### src/rtl/nonce_scheduler.sv
// ============================================================================
// Module   : nonce_scheduler
// Purpose  : Job-level controller for one SHA-256 core. Walks an inclusive
//            nonce range (wrapping through all-ones), issues one hash per
//            nonce over a start/done handshake, compares each digest against
//            a 256-bit target and reports the first winner or exhaustion.
// Options  : NS_TIMEOUT_EN - enables the WAIT-state watchdog (TIMEOUT_CYCLES)
// Revision : 1.0 - initial release
// ============================================================================
`default_nettype none

module nonce_scheduler #(
    parameter int NONCE_W        = 32,
    parameter int TIMEOUT_CYCLES = 256
) (
    input  logic               clk,
    input  logic               rst_n,
    input  logic               job_start,
    input  logic               abort,
    input  logic [NONCE_W-1:0] nonce_start,
    input  logic [NONCE_W-1:0] nonce_end,
    input  logic [255:0]       target,
    output logic               core_start,
    output logic [NONCE_W-1:0] core_nonce,
    input  logic               core_done,
    input  logic [255:0]       core_digest,
    output logic               job_busy,
    output logic               found,
    output logic [NONCE_W-1:0] found_nonce,
    output logic               exhausted,
    output logic [31:0]        hashes_done,
    output logic               timeout_err
);

    localparam logic [1:0] S_IDLE  = 2'd0;
    localparam logic [1:0] S_ISSUE = 2'd1;
    localparam logic [1:0] S_WAIT  = 2'd2;
    localparam logic [1:0] S_CHECK = 2'd3;

    logic [1:0]         state_q, state_d;
    logic [NONCE_W-1:0] cur_q, cur_d;
    logic [NONCE_W-1:0] end_q, end_d;
    logic [NONCE_W-1:0] found_nonce_q, found_nonce_d;
    logic [255:0]       tgt_q, tgt_d;
    logic [255:0]       dig_q, dig_d;
    logic               found_q, found_d;
    logic               exh_q, exh_d;
    logic [31:0]        hashes_q, hashes_d;

    logic w_accept;
    logic w_hit;
    logic w_last;
    logic w_tmo_fire;

    // A job is only accepted from IDLE, and abort always takes priority.
    assign w_accept = (state_q == S_IDLE) && job_start && !abort;
    assign w_hit    = (dig_q < tgt_q);
    assign w_last   = (cur_q == end_q);

`ifdef NS_TIMEOUT_EN
    localparam int TW = $clog2(TIMEOUT_CYCLES + 1);

    logic [TW-1:0] tcnt_q;
    logic          tmo_q;

    // Watchdog counter: held at zero outside WAIT so every WAIT entry starts fresh.
    always_ff @(posedge clk or negedge rst_n) begin
        if (!rst_n)                 tcnt_q <= '0;
        else if (state_q != S_WAIT) tcnt_q <= '0;
        else                        tcnt_q <= tcnt_q + TW'(1);
    end

    // Fires on the last permitted WAIT cycle; a core_done in that cycle still wins.
    assign w_tmo_fire = (state_q == S_WAIT) && !core_done && !abort &&
                        (tcnt_q == TW'(TIMEOUT_CYCLES - 1));

    // Sticky timeout flag, cleared only by an accepted job.
    always_ff @(posedge clk or negedge rst_n) begin
        if (!rst_n)          tmo_q <= 1'b0;
        else if (w_accept)   tmo_q <= 1'b0;
        else if (w_tmo_fire) tmo_q <= 1'b1;
    end

    assign timeout_err = tmo_q;
`else
    assign w_tmo_fire  = 1'b0;
    assign timeout_err = 1'b0;
`endif

    // State register.
    always_ff @(posedge clk or negedge rst_n) begin
        if (!rst_n) state_q <= S_IDLE;
        else        state_q <= state_d;
    end

    // Next-state logic.
    always_comb begin
        state_d = state_q;
        if (abort) begin
            state_d = S_IDLE;
        end else begin
            case (state_q)
                S_IDLE:  if (job_start) state_d = S_ISSUE;
                S_ISSUE: state_d = S_WAIT;
                S_WAIT: begin
                    if (core_done)       state_d = S_CHECK;
                    else if (w_tmo_fire) state_d = S_IDLE;
                end
                S_CHECK: state_d = (w_hit || w_last) ? S_IDLE : S_ISSUE;
                default: state_d = S_IDLE;
            endcase
        end
    end

    // FSM outputs: start pulse is suppressed by a same-cycle abort.
    always_comb begin
        core_start = (state_q == S_ISSUE) && !abort;
        job_busy   = (state_q != S_IDLE);
    end

    // Datapath next values: job latch, digest capture, compare result, nonce step.
    always_comb begin
        cur_d         = cur_q;
        end_d         = end_q;
        tgt_d         = tgt_q;
        dig_d         = dig_q;
        found_d       = found_q;
        found_nonce_d = found_nonce_q;
        exh_d         = exh_q;
        hashes_d      = hashes_q;
        if (abort) begin
            found_d = 1'b0;
            exh_d   = 1'b0;
        end else begin
            case (state_q)
                S_IDLE: begin
                    if (job_start) begin
                        cur_d    = nonce_start;
                        end_d    = nonce_end;
                        tgt_d    = target;
                        found_d  = 1'b0;
                        exh_d    = 1'b0;
                        hashes_d = '0;
                    end
                end
                S_WAIT: begin
                    if (core_done) dig_d = core_digest;
                end
                S_CHECK: begin
                    if (hashes_q != 32'hFFFF_FFFF) hashes_d = hashes_q + 32'd1;
                    if (w_hit) begin
                        found_d       = 1'b1;
                        found_nonce_d = cur_q;
                    end else if (w_last) begin
                        exh_d = 1'b1;
                    end else begin
                        cur_d = cur_q + NONCE_W'(1);
                    end
                end
                default: ;
            endcase
        end
    end

    // Datapath registers.
    always_ff @(posedge clk or negedge rst_n) begin
        if (!rst_n) begin
            cur_q         <= '0;
            end_q         <= '0;
            tgt_q         <= '0;
            dig_q         <= '0;
            found_q       <= 1'b0;
            found_nonce_q <= '0;
            exh_q         <= 1'b0;
            hashes_q      <= '0;
        end else begin
            cur_q         <= cur_d;
            end_q         <= end_d;
            tgt_q         <= tgt_d;
            dig_q         <= dig_d;
            found_q       <= found_d;
            found_nonce_q <= found_nonce_d;
            exh_q         <= exh_d;
            hashes_q      <= hashes_d;
        end
    end

    assign core_nonce  = cur_q;
    assign found       = found_q;
    assign found_nonce = found_nonce_q;
    assign exhausted   = exh_q;
    assign hashes_done = hashes_q;

endmodule

`default_nettype wire

### config.mk
export PLATFORM = sky130hd
export DESIGN_NAME = nonce_scheduler
export DESIGN_NICKNAME = d
export VERILOG_FILES = /design/src/rtl/nonce_scheduler.sv
export SDC_FILE = /design/constraint.sdc
export NUM_CORES = 2
export LEC_CHECK = 0
export CAP_MARGIN = 20
export CORE_MARGIN = 5
export CORE_UTILIZATION = 47
export DETAILED_ROUTE_END_ITERATION = 8
export GPL_TIMING_DRIVEN = 0
export HOLD_SLACK_MARGIN = 0.1
export PLACE_DENSITY = 0.77
export SKIP_LAST_GASP = 1
export SYNTH_ARGS = -nofsm -noshare
export SYNTH_HDL_FRONTEND = slang
export SYNTH_SLANG_ARGS = --single-unit
### constraint.sdc
create_clock -name clk -period 3.5 [get_ports clk]
set_input_delay 0.7 -clock clk [delete_from_list [all_inputs] [get_ports clk]]
set_output_delay 0.7 -clock clk [all_outputs]
set_load 0.02 [all_outputs]
==> Yosys cells after proc, flatten, opt, wreduce, memory -nomap -nowiden <==
Cells that the tools add are included.
{ "word_totals": {"memories": 0, "ramBits": 0, "out_inout_bits": 101, "rom_bits": 0, "reg_bits": 644, "elab_cells": 62, "latchBits": 0} }
{ "classes": {"add_sub_neg": 2, "n_lt_le_gt_ge": 1, "bitwise": 1, "eq_ne": 14, "div_mod_pow": 0, "muxes": 20, "n_reduce_logical": 15, "shifts": 0, "multipliers": 0} }
{ "op_table": {"columns": ["cell", "n"], "rows": [
  ["256-bit < comparator", 1],
  ["32-bit two-way mux", 5],
  ["32-bit case mux with 2 select lines", 2],
  ["32-bit by 1-bit adder with 32-bit output (second input constant)", 2],
  ["32-bit equality test", 1],
  ["32-bit != test (second input constant)", 1],
  ["3-bit != test (second input constant)", 5],
  ["3-bit AND reduction", 4],
  ["2-bit != test (second input constant)", 4],
  ["2-bit case mux with 4 select lines", 1],
  ["4-bit AND reduction", 2],
  ["1-bit two-way mux", 7],
  ["2-bit two-way mux", 3],
  ["5-bit AND reduction", 1],
  ["2-bit equality test (second input constant)", 2],
  ["1-bit case mux with 2 select lines", 2],
  ["2-bit nonzero test", 2],
  ["3-bit nonzero test", 1],
  ["2-bit by 1-bit equality test with 1-bit output (second input constant)", 1],
  ["2-bit zero test", 1],
  ["2-bit AND reduction", 1],
  ["1-bit logical AND", 1],
  ["1-bit zero test", 1],
  ["1-bit logical OR", 1],
  ["1-bit inverter", 1]
]} }

==> Logic depth before layout (Yosys ltp) <==
{ "depth": {"depth_word": 5, "ltp_mapped": 14, "mapped_depth_nobuf": 12} }

==> Worst setup path after synthesis <==
Ideal clock, no wire load.
{ "synth_path": {"path_type": "reg2reg", "start": "reg tgt_q[33]", "end": "reg found_nonce_q[0], in the netlist found_nonce[0]", "slack_ns": 0.054, "t_required_ns": 3.375, "path_buffers": 2, "arrival_time_ns": 3.320, "setup_ns": 0.125, "path_stages_with_launch": 15, "period_less_slack_ns": 3.446, "cell_sequence": "dfrtp_1 > inv_1 > ha_1 > a21o_1 > a21o_1 > a221o_1 > o21ai_1 > a31oi_1 > or4_4 > a211oi_4 > nand2_2 > or3_1 > buf_6 > buf_12 > mux2_4"} }
{ "synth_between": {"elab_chain_cells": 2} }
{ "synth_lines": {"columns": ["item", "line_no", "source"], "rows": [
  ["start, declared", "44", "logic [255:0] tgt_q, tgt_d;"],
  ["start signal, assigned", "179", "tgt_q <= tgt_d;"],
  ["256-bit < comparator", "57", "assign w_hit = (dig_q < tgt_q);"],
  ["3-bit AND reduction (no line)", null, null],
  ["end signal, assigned", "182", "found_nonce_q <= found_nonce_d;"],
  ["end, declared", "43", "logic [NONCE_W-1:0] found_nonce_q, found_nonce_d;"]
]} }
Every way passes these cells.
A chain may end at the register's enable or synchronous reset.

==> Worst setup path after layout <==
{ "layout_path": {"start": "reg tgt_q[125]", "end": "reg found_nonce_q[31], in the netlist found_nonce[31]"} }
Same word-level chain as after synthesis.

==> results.md <==
* Core region area at just under 0.07 mm²
* Residual overflow from global routing at 0
* Clock tree root buffer cell: clkbuf_16
* Most used flip-flop cell after synthesis: dfrtp_1
* Library cells used by synthesis at 74
* Most frequent cells in the layout: clkdlybuf4s50_1 (678), dfrtp_1 (641), mux2_2 (548)
* H-tree lvl count at 3
* Antenna violations before repair at 43
* Vertical die dimension at roughly 270 µm
* YS warnings at 0
* Synth async-reset ratio at 1.00
* Run status: complete, but fails checks
* Class of the most critical hold timing path: primary input to flop
* Area enclosed by the die boundary at 0.0741 mm²
* Number of cells after detailed placement at 4223
* Finish-stage setup viols at 65
* Number of hold violations in the final report at 0
* Post-Synthesis Net Count at 3499
* Ratio of final minimum period to clock period at 1.11
* Data required time of the critical path at 3.99 ns
* Slew Viols, Final at 0
* Hold Path Cell Cnt at 2
* Number of inserted filler cells in the final layout at between 5000 and 6000
* Peak clock frequency supported by timing at 256 MHz
* Crit path arrival time at 4.39 ns
* Setup Crit Path Kind: flop to flop
* Wire length per cell after detailed routing at 23.2 µm
* Number of port buffers at a little under 700
* Part of the Yosys area used for sequential elements at 0.499
* Post-Syn Area at 0.0323 mm²
* RSZ-0062 raised after global routing: true
* Vias in the first global route at about 25000
* Total Power at 36600 µW
* Clock skew after layout at ~0.022 ns
* Maximum clock insertion buffer count at 3
* Final net count at between 4000 and 5000
* Share of cells above drive strength 1 at 0.224
* Area growth, synth to finish at 34.8%
* Initial drt markers at around 1400
* Delay of the slowest cell on the worst path at around 0.58 ns
* Clock Sink Count at around 640
* CP max FO at 8
* TritonCTS clock tree: yes
* Worst hold margin at 0.485 ns
* Power density over cell area at between 800 and 900 mW/mm²
* Clk_lat worst skew at 0.61 ns
* Ordered list of cells on the worst path: inv_2 -> ha_4 -> a21o_1 -> a21o_1 -> a21oi_2 -> o221ai_2 -> or3_1 -> or4_4 -> a211oi_4 -> nand2_2 -> or3_4 -> buf_12 -> buf_12 -> mux2_4
* Effective utilization at floorplan at 0.473
* Count of TritonRoute iterations in the first routing pass at 5
* Register bit count reported by yosys at about 640
* Violations in the final reports: negative setup slack
* Maximum number of pins on one net before global-route repair at 119
* Post-detailed-route count of antenna-violating nets at 0
* Clock slew at the register clock pins of the worst setup and hold paths at roughly 0.060 ns
* Routed wire length at 102000 µm
* Post-route core utilization at 0.637
* First-pass GRT wire length at 152000 µm
* Clock buffers created by TritonCTS at 72
* Largest vdd supply drop at 0.000585 V
* Placement row count at between 90 and 100
* Top-Level Pins at 682
* Most common cell after layout, fill and taps aside: clkdlybuf4s50_1
* Post-detailed-route DRC marker count at 0
* Maximum Capacitance Violations at 0
* Worst-Margin Slew at between 0.9 and 1 ns
* DIE WIDTH at about 270 µm
* Post-route minimum period at 3.90 ns
* CP Launch Type: flop
* Non-filler cells in the finished layout at ~4400
* Total half-perimeter wirelength after legalization and detailed placement at 79200 µm
* Element type at the critical path end: flop
* Mean Syn Cell Area at about 12 µm²
* Worst Reg-to-Reg Cells at 14
* Number of enable flip-flop cells after synthesis at 0
* Routed via count at ~24000
* Mean number of vias per cell at 5.46
* Setup slack of the critical path after layout at -0.401 ns
* Slowest library cell on the worst path: or4_4
* Total GRT Usage at 0.269
* Relative slew slack at 0.374
* Cells after synthesis at 2656
* Static Leak at a little over 0.02 µW
* Routability-driven placement congestion ratio at between 0.9 and 1
[per-layer routing]
metal,vias to the layer above,global-route usage,part of all wire
li1,11000,-,-
met2,915,0.470,0.50
met3,218,0.0811,0.087
met4,28,0.104,0.035
met5,-,0,0.0018
met1,11800,0.313,0.38
[registers in the layout (all words and copies together) (netlist names), 2 cells and up]
signal,cells
core_nonce,32
end_q,32
found_nonce,32
state_q,2
tgt_q,256
dig_q,256
hashes_done,32
[worst paths after layout]
check	from	end	slack [ns]
worst min-delay path	abort	state_q[1]$_DFFE_PN0P_	0.49
worst max register to register	tgt_q[125]$_DFFE_PN0P_	found_nonce[31]$_DFFE_PN0P_	-0.40
min in group asynchronous	rst_n	hashes_done[24]$_DFFE_PN0P_	0.63
worst max-delay path	tgt_q[125]$_DFFE_PN0P_	found_nonce[31]$_DFFE_PN0P_	-0.40
worst min register to register	tgt_q[110]$_DFFE_PN0P_	tgt_q[110]$_DFFE_PN0P_	0.50
max in group asynchronous	rst_n	dig_q[92]$_DFFE_PN0P_	1.07
[critical path, delay by kind of cell (launching register included)]
kind                     cells  cell delay [ns]
multiplexers                 1             0.29
adder cells (fa/ha/maj)      1             0.19
AO/OA/AOI/OAI                5             0.98
AND/OR/NAND/NOR              4             1.46
flip-flops                   1             0.42
buffers and inverters        3             0.41
[repair_timing]
item | 4_1_cts | 5_1_grt
gates cloned | 3 | 2
pin swaps | 15 | 21
hold endpoints to repair | 57 | 0
hold buffers | 1 | 0
resized for setup | 38 | 43
setup buffers | 6 | 13
setup endpoints to repair | 203 | 88
[per-stage QoR]
stage	TNS [ns]	setup slack [ns]	area, µm²
3_5_place_dp	-218.53	-1.45	40400
3_3_place_gp	-	-27.91	40200
5_1_grt	-30.99	-0.533	43500
2_1_floorplan	0	0.0545	32300
4_1_cts	-30.35	-0.527	43100
6_report	-21.70	-0.401	43600
[power breakdown]
| group | total [µW] | internal (µW) | switching, µW | leakage, µW |
|---|---|---|---|---|
| registers | 13300 | 10900 | 2350 | 0.00785 |
| clock network | 7910 | 4740 | 3160 | 0.00121 |
| logic | 15500 | 8120 | 7350 | 0.0111 |
[cell usage after synthesis, types with 17 or more instances]
cell type,n,area (µm²)
xnor2_1,43,377
nor2_1,83,312
inv_1,272,1020
nand4_1,71,444
mux2_4,30,450
a211oi_1,22,165
or3_1,21,131
ha_1,262,3280
clkbuf_1,88,330
o21ai_0,50,250
a21oi_1,98,490
a21o_1,47,353
mux2_2,549,6180
nand3_1,42,210
dfrtp_1,644,16100
nand2_1,86,323
a311oi_1,17,149
and3_1,30,188
nor3_1,21,105
[layout make-up]
cell class	count	area, µm²	area share
Clock buffer	110	2170	0.0498
Inverter	272	1020	0.0234
Multi-Input combinational cell	1642	15000	0.345
Tap cell	882	1100	0.0253
Timing Repair Buffer	710	7270	0.167
Sequential cell	644	16100	0.370
Antenna cell	27	67.6	0.00155
Clock inverter	19	304	0.00698
Buffer	96	479	0.0110
[kinds of logic (layout without fill, tap and decap cells)]
logic type,count (synthesis),count (layout),share of synthesized area
DFF,644,644,0.499
muxes,585,585,0.207
and+or+nand+nor,427,427,0.0691
buffers and inverters,370,1207,0.0449
AOI/OAI and AO/OA,317,317,0.0648
adders and majority gates,262,262,0.101
xor gates and xnor gates,50,50,0.0136
other,1,28,0.000116
Note: power is estimated with default switching activity, not from simulation.
